File: src/rtl/rf_exec_ctrl.sv
// rf_exec_ctrl: execute/write-back controller around an 8x8 register file (r0 reads as 0).
// Defining RF_EXEC_MUL_EN adds the MUL_IT-cycle unsigned shift-add multiply for op 110.
module rf_exec_ctrl #(
    parameter int DW     = 8,
    parameter int AW     = 3,
    parameter int MUL_IT = 8
) (
    input  logic          Clk,
    input  logic          Rst_n,
    input  logic          instr_valid,
    output logic          instr_ready,
    input  logic [2:0]    instr_op,
    input  logic [AW-1:0] instr_rd,
    input  logic [AW-1:0] instr_rs,
    input  logic [AW-1:0] instr_rt,
    input  logic [DW-1:0] instr_imm,
    output logic [AW-1:0] RX,
    output logic [AW-1:0] RY,
    input  logic [DW-1:0] busX,
    input  logic [DW-1:0] busY,
    output logic          WEN,
    output logic [AW-1:0] RW,
    output logic [DW-1:0] busW,
    output logic          done,
    output logic [DW-1:0] result,
    output logic          ovf,
    output logic          err
);

    localparam int SW = $clog2(DW);

    typedef enum logic [2:0] {
        OP_ADD  = 3'b000, OP_SUB  = 3'b001, OP_AND = 3'b010, OP_OR  = 3'b011,
        OP_SLT  = 3'b100, OP_ADDI = 3'b101, OP_MUL = 3'b110, OP_SRL = 3'b111
    } op_e;

    typedef enum logic [2:0] {S_IDLE, S_READ, S_EXEC, S_MUL, S_WB} state_e;

    state_e        state_q, state_d;
    op_e           op_q, op_d;
    logic          ready_q, ready_d, wen_q, wen_d, done_q, done_d;
    logic          ovf_q, ovf_d, err_q, err_d;
    logic [AW-1:0] rd_q, rd_d, rx_q, rx_d, ry_q, ry_d, rw_q, rw_d;
    logic [DW-1:0] imm_q, imm_d, a_q, a_d, b_q, b_d;
    logic [DW-1:0] busw_q, busw_d, result_q, result_d;

    logic [DW-1:0] add_b, sum, diff, alu_res, fin_res;
    logic          alu_ovf, alu_err, fin, fin_ovf, fin_err;

`ifdef RF_EXEC_MUL_EN
    localparam int            CW       = $clog2(MUL_IT);
    localparam logic [CW-1:0] CNT_LAST = CW'(MUL_IT - 1);

    logic [2*DW-1:0] prod_q, prod_d, prod_step;
    logic [CW-1:0]   cnt_q, cnt_d;

    assign prod_step = prod_q + (b_q[cnt_q] ? ({{DW{1'b0}}, a_q} << cnt_q) : '0);
`endif

    // NOTE: every variable gets a default at the top of an always_comb so no path infers a latch.
    always_comb begin
        add_b   = (op_q == OP_ADDI) ? imm_q : b_q;
        sum     = a_q + add_b;
        diff    = a_q - b_q;
        alu_res = '0;
        alu_ovf = 1'b0;
        alu_err = 1'b0;
        case (op_q)
            OP_ADD, OP_ADDI: begin
                alu_res = sum;
                alu_ovf = (a_q[DW-1] == add_b[DW-1]) && (sum[DW-1] != a_q[DW-1]);
            end
            OP_SUB: begin
                alu_res = diff;
                alu_ovf = (a_q[DW-1] != b_q[DW-1]) && (diff[DW-1] != a_q[DW-1]);
            end
            OP_AND:  alu_res = a_q & b_q;
            OP_OR:   alu_res = a_q | b_q;
            OP_SLT:  alu_res = {{(DW-1){1'b0}}, $signed(a_q) < $signed(b_q)};
            OP_SRL:  alu_res = a_q >> b_q[SW-1:0];
            default: alu_err = 1'b1;  // MUL reaching EXEC means no multiplier is built
        endcase
    end

    always_comb begin
        state_d  = state_q;
        ready_d  = 1'b0;
        op_d     = op_q;
        rd_d     = rd_q;
        imm_d    = imm_q;
        rx_d     = rx_q;
        ry_d     = ry_q;
        a_d      = a_q;
        b_d      = b_q;
        wen_d    = 1'b0;
        done_d   = 1'b0;
        rw_d     = rw_q;
        busw_d   = busw_q;
        result_d = result_q;
        ovf_d    = ovf_q;
        err_d    = err_q;
        fin      = 1'b0;
        fin_res  = alu_res;
        fin_ovf  = alu_ovf;
        fin_err  = alu_err;
`ifdef RF_EXEC_MUL_EN
        prod_d   = prod_q;
        cnt_d    = cnt_q;
`endif
        case (state_q)
            S_IDLE: begin
                ready_d = 1'b1;
                if (instr_valid && ready_q) begin
                    ready_d = 1'b0;
                    op_d    = op_e'(instr_op);
                    rd_d    = instr_rd;
                    imm_d   = instr_imm;
                    rx_d    = instr_rs;
                    ry_d    = instr_rt;
                    state_d = S_READ;
                end
            end
            S_READ: begin
                a_d     = busX;
                b_d     = busY;
                state_d = S_EXEC;
`ifdef RF_EXEC_MUL_EN
                prod_d  = '0;
                cnt_d   = '0;
                if (op_q == OP_MUL) state_d = S_MUL;
`endif
            end
            S_EXEC: fin = 1'b1;
`ifdef RF_EXEC_MUL_EN
            S_MUL: begin
                prod_d = prod_step;
                cnt_d  = cnt_q + 1'b1;
                if (cnt_q == CNT_LAST) begin
                    fin     = 1'b1;
                    fin_res = prod_step[DW-1:0];
                    fin_ovf = |prod_step[2*DW-1:DW];
                    fin_err = 1'b0;
                end
            end
`endif
            S_WB: begin
                ready_d = 1'b1;
                state_d = S_IDLE;
            end
            default: state_d = S_IDLE;
        endcase

        if (fin) begin
            state_d  = S_WB;
            result_d = fin_res;
            ovf_d    = fin_ovf;
            err_d    = fin_err;
            rw_d     = rd_q;
            busw_d   = fin_res;
            wen_d    = (rd_q != '0) && !fin_err;
            done_d   = 1'b1;
        end
    end

    // NOTE: sequential state uses non-blocking assignments so every flop samples pre-edge values.
    always_ff @(posedge Clk) begin
        if (!Rst_n) begin
            state_q  <= S_IDLE;
            ready_q  <= 1'b0;
            rx_q     <= '0;
            ry_q     <= '0;
            wen_q    <= 1'b0;
            done_q   <= 1'b0;
            rw_q     <= '0;
            busw_q   <= '0;
            result_q <= '0;
            ovf_q    <= 1'b0;
            err_q    <= 1'b0;
        end else begin
            state_q  <= state_d;
            ready_q  <= ready_d;
            rx_q     <= rx_d;
            ry_q     <= ry_d;
            wen_q    <= wen_d;
            done_q   <= done_d;
            rw_q     <= rw_d;
            busw_q   <= busw_d;
            result_q <= result_d;
            ovf_q    <= ovf_d;
            err_q    <= err_d;
        end
    end

    // NOTE: operand/datapath registers are always loaded before use, so they carry no reset.
    always_ff @(posedge Clk) begin
        op_q  <= op_d;
        rd_q  <= rd_d;
        imm_q <= imm_d;
        a_q   <= a_d;
        b_q   <= b_d;
`ifdef RF_EXEC_MUL_EN
        prod_q <= prod_d;
        cnt_q  <= cnt_d;
`endif
    end

    // Rst_n gating keeps an instruction aborted in WB from writing on the reset edge.
    assign WEN         = wen_q & Rst_n;
    assign instr_ready = ready_q;
    assign RX          = rx_q;
    assign RY          = ry_q;
    assign RW          = rw_q;
    assign busW        = busw_q;
    assign done        = done_q;
    assign result      = result_q;
    assign ovf         = ovf_q;
    assign err         = err_q;

endmodule

File: config.mk
export PLATFORM = sky130hd
export DESIGN_NAME = rf_exec_ctrl
export DESIGN_NICKNAME = d
export VERILOG_FILES = /design/src/rtl/rf_exec_ctrl.sv
export SDC_FILE = /design/constraint.sdc
export NUM_CORES = 1
export LEC_CHECK = 0
export ABC_AREA = 1
export BUFFER_PORTS_ARGS = -buffer_cell sky130_fd_sc_hd__clkbuf_2
export CAP_MARGIN = 20
export CORE_ASPECT_RATIO = 0.7
export CORE_MARGIN = 3
export CORE_UTILIZATION = 41
export DETAILED_ROUTE_END_ITERATION = 10
export GPL_TIMING_DRIVEN = 0
export SLEW_MARGIN = 10
export SYNTH_ARGS = -nofsm -noshare
export SYNTH_HDL_FRONTEND = slang
export SYNTH_SLANG_ARGS = --single-unit
File: constraint.sdc
create_clock -name Clk -period 4.44 [get_ports Clk]
set_clock_uncertainty 0.05 [all_clocks]
set_input_delay 0.888 -clock Clk [delete_from_list [all_inputs] [get_ports Clk]]
set_output_delay 0.888 -clock Clk [all_outputs]
set_load 0.005 [all_outputs]
==> results_dict.tcl <==
set metrics [dict create \
    status "completed" \
    h-tree-depth 2 \
    setup_viol 0 \
    synth_cells 441 \
    syn-cell-area_mm2 0.003482 \
    vdd_ir_drop_max_v 0.0002170 \
    dpl.hpwl_um 6838 \
    antenna_left 0 \
    drt-wirelength-per-cell_um 13.85 \
    total_power_uw 1107 \
    use_met3 0.03642 \
    synth_top_area_cell "edfxtp_1" \
    area_delta_synth_final_pct 17.43 \
    grt_pass1_wl_um 13760 \
    end_kind "register" \
    placed_cell_area_mm2 0.003949 \
    avgSynthCellArea_um2 7.896 \
    ys_top_cells_by_area "edfxtp_1 (26%), dfxtp_1 (14%), nand2_1 (12%)" \
    grt_max_degree 21 \
    worstMarginPinSlew_ps 738.6 \
    clk_latency_ps 290 \
    dieHeight_um 83.11 \
    postLayoutCellArea_mm2 0.004089 \
    crit_path_start_kind "register" \
    clock.fmax_mhz 329.3 \
    synth_edf_count 30 \
    grt-busiest-layer "met1" \
    hold_buffers 0 \
    clk_path_buf_depth 2 \
    postCtsSetupBuffers 0 \
    netlist.area_leader.share 0.2587 \
    synth-compound-area-share 0.09953 \
    fin_ws_ps 1403 \
    place_congestion 0.8998 \
    antennaDiodeCount 0 \
    worstPathMaxFanout 10 \
    dieArea_mm2 0.009653 \
    num_io_pins 69 \
    cts_resized 0 \
    synth_warnings 0 \
    antenna_found_initial 0 \
    required_ps 4580 \
    yosys.area_share.adder 0.1229 \
    grt.overflow.total 0 \
    report.final.slew_viol_count 0 \
    max_stage_delay_ps 470 \
    dr.pass1.iters 4 \
    leakage_uw 0.002082 \
    crit_chain "clkinv_2, nand3_2, inv_1, clkbuf_1, o21ai_0, ha_1, fa_1, or2_2, a31oi_1, nand3_1, nand2_1, nand2_1" \
    crit_top_cell "nand2_1" \
    root_buffer "clkbuf_16" \
    die_x_um 116.2 \
    grtUsageTotal 0.1824 \
    vias 3038 \
    hp-class "reg -> reg" \
    grt_use_met2 0.2554 \
    num_rows 27 \
    drtIter0Drc 148 \
    holdWs_ps 406.3 \
    slowest_stage "edfxtp_1" \
    drc 0 \
    wl_um 8559 \
    powerDensity_mw_per_mm2 270.8 \
    nets 588 \
    drive_gt1_frac 0.2089 \
    initial_core_util 0.4331 \
    synth_top_family_by_area "simple AND/OR/NAND/NOR gates" \
    clock_sinks 55 \
    maxCapViolations 0 \
    synthSimpleGateAreaFrac 0.2785 \
    cts_tree "built" \
    synth_common_cells "nand2_1 (110), inv_1 (57), nor2_1 (39), nand3_1 (36), ha_1 (31)" \
    met1_usage 0.2873 \
    grt_pass1_vias 2745 \
    clkSlewWorstSetupHoldPaths_ps 70 \
    slew_headroom 0.5071 \
    hold_viol 0 \
    yosysMostFrequentCell "nand2_1" \
    period_share 0.6839 \
    cts-buffers-inserted 5 \
    synthXorXnorAreaFrac 0 \
    drt-vias-per-instance 4.916 \
    yosys_most_used_dff "edfxtp_1" \
    muxShareOfSynthArea 0 \
    core_area_mm2 0.008040 \
    synth-seq-cells 55 \
    async_flop_share 0 \
    period_needed_ps 3037 \
    worstSetupPathType "reg -> reg" \
    rsz0062_at_grt "false" \
    place_ws_ps 1446 \
    io_buffers 68 \
    synth_seq_area_share 0.4024 \
    finalSetupTns_ps 0 \
    worstPathArrival_ps 3180 \
    postSynthNetCount 513 \
    synth.distinct_cells 39 \
]
==> layout make-up <==
type / instances / area (um^2)
Fill cell: 790 / 3951
Multi-Input combinational cell: 308 / 1744
Sequential cell: 55 / 1401
Timing Repair Buffer: 68 / 340.3
Inverter: 64 / 241.5
Clock buffer: 7 / 132.6
Tap cell: 101 / 126.4
Buffer: 14 / 95.09
Clock inverter: 1 / 7.507
==> layout by cell type (no fill, tap or decap), types with 2 or more instances in the layout <==
cell / Yosys / final
o21bai_1: 3 / 3
o2bb2ai_1: 2 / 2
buf_2: 4 / 4
edfxtp_1: 30 / 30
nand3_1: 36 / 36
nand3b_1: 2 / 2
nor3_1: 2 / 2
a21oi_1: 16 / 16
clkbuf_1: 1 / 3
inv_1: 57 / 57
dfxtp_1: 25 / 25
clkbuf_2: 0 / 68
nand4_1: 11 / 11
inv_2: 6 / 6
nor2_1: 39 / 39
nand2_1: 110 / 110
nor2_2: 3 / 3
nand3_2: 3 / 3
nor2_4: 2 / 2
fa_1: 2 / 2
buf_4: 8 / 8
ha_1: 31 / 31
o211ai_1: 3 / 3
o21ai_0: 27 / 27
o21ai_2: 2 / 2
clkbuf_16: 0 / 5
nor3_2: 2 / 2
==> power breakdown <==
part           internal (uW)  switching, uW  leakage (uW)
clock network            210            172     0.0000641
logic                   59.6           94.7       0.00154
registers                557           13.5      0.000478
==> flip-flops by register name, summed over array words and instances (netlist names), 3 cells and up <==
register / cells
RW: 3
RX: 3
RY: 3
a_q: 8
b_q: 8
imm_q: 8
op_q: 3
rd_q: 3
result: 8
state_q: 3
==> cell families (layout without fill, tap and decap cells) <==
family | Yosys count | in the layout
AO/OA/AOI/OAI | 60 | 60
adder cells (fa/ha/maj) | 33 | 33
flip-flops | 55 | 55
AND/OR/NAND/NOR | 215 | 215
buffers and inverters | 78 | 154
==> worst paths after layout <==
kind / depth (start not counted) / end / startpoint / slack [ps]
max: 12 / result[2] / op_q[1] / 1400
min: 1 / instr_ready / state_q[1] / 410
min reg2reg: 1 / instr_ready / state_q[1] / 410
max reg2reg: 12 / result[2] / op_q[1] / 1400
==> through the flow <==
| stage | util | cells |
|---|---|---|
| after floorplan | - | 441 |
| after CTS | 0.5086 | 618 |
| final | 0.5086 | 618 |
| after detailed placement | 0.4911 | 610 |
| after global routing | 0.5086 | 618 |
| after global placement | 0.4911 | 610 |
==> critical path: cells and delay by family (launching register included) <==
kind / cells / cell delay [ps]
simple gates: 5 / 690
fa+ha+maj: 2 / 660
compound gates: 2 / 400
flops: 1 / 470
buf+inv: 3 / 660
==> metal layers <==
metal	part of all wire	wire [um]	vias to the layer above
met4	0.0042	36	0
met5	0	0	-
met2	0.41	3469	83
met3	0.063	542	4
met1	0.53	4511	1361
li1	-	-	1590
Note: power is estimated with default switching activity, not from simulation.
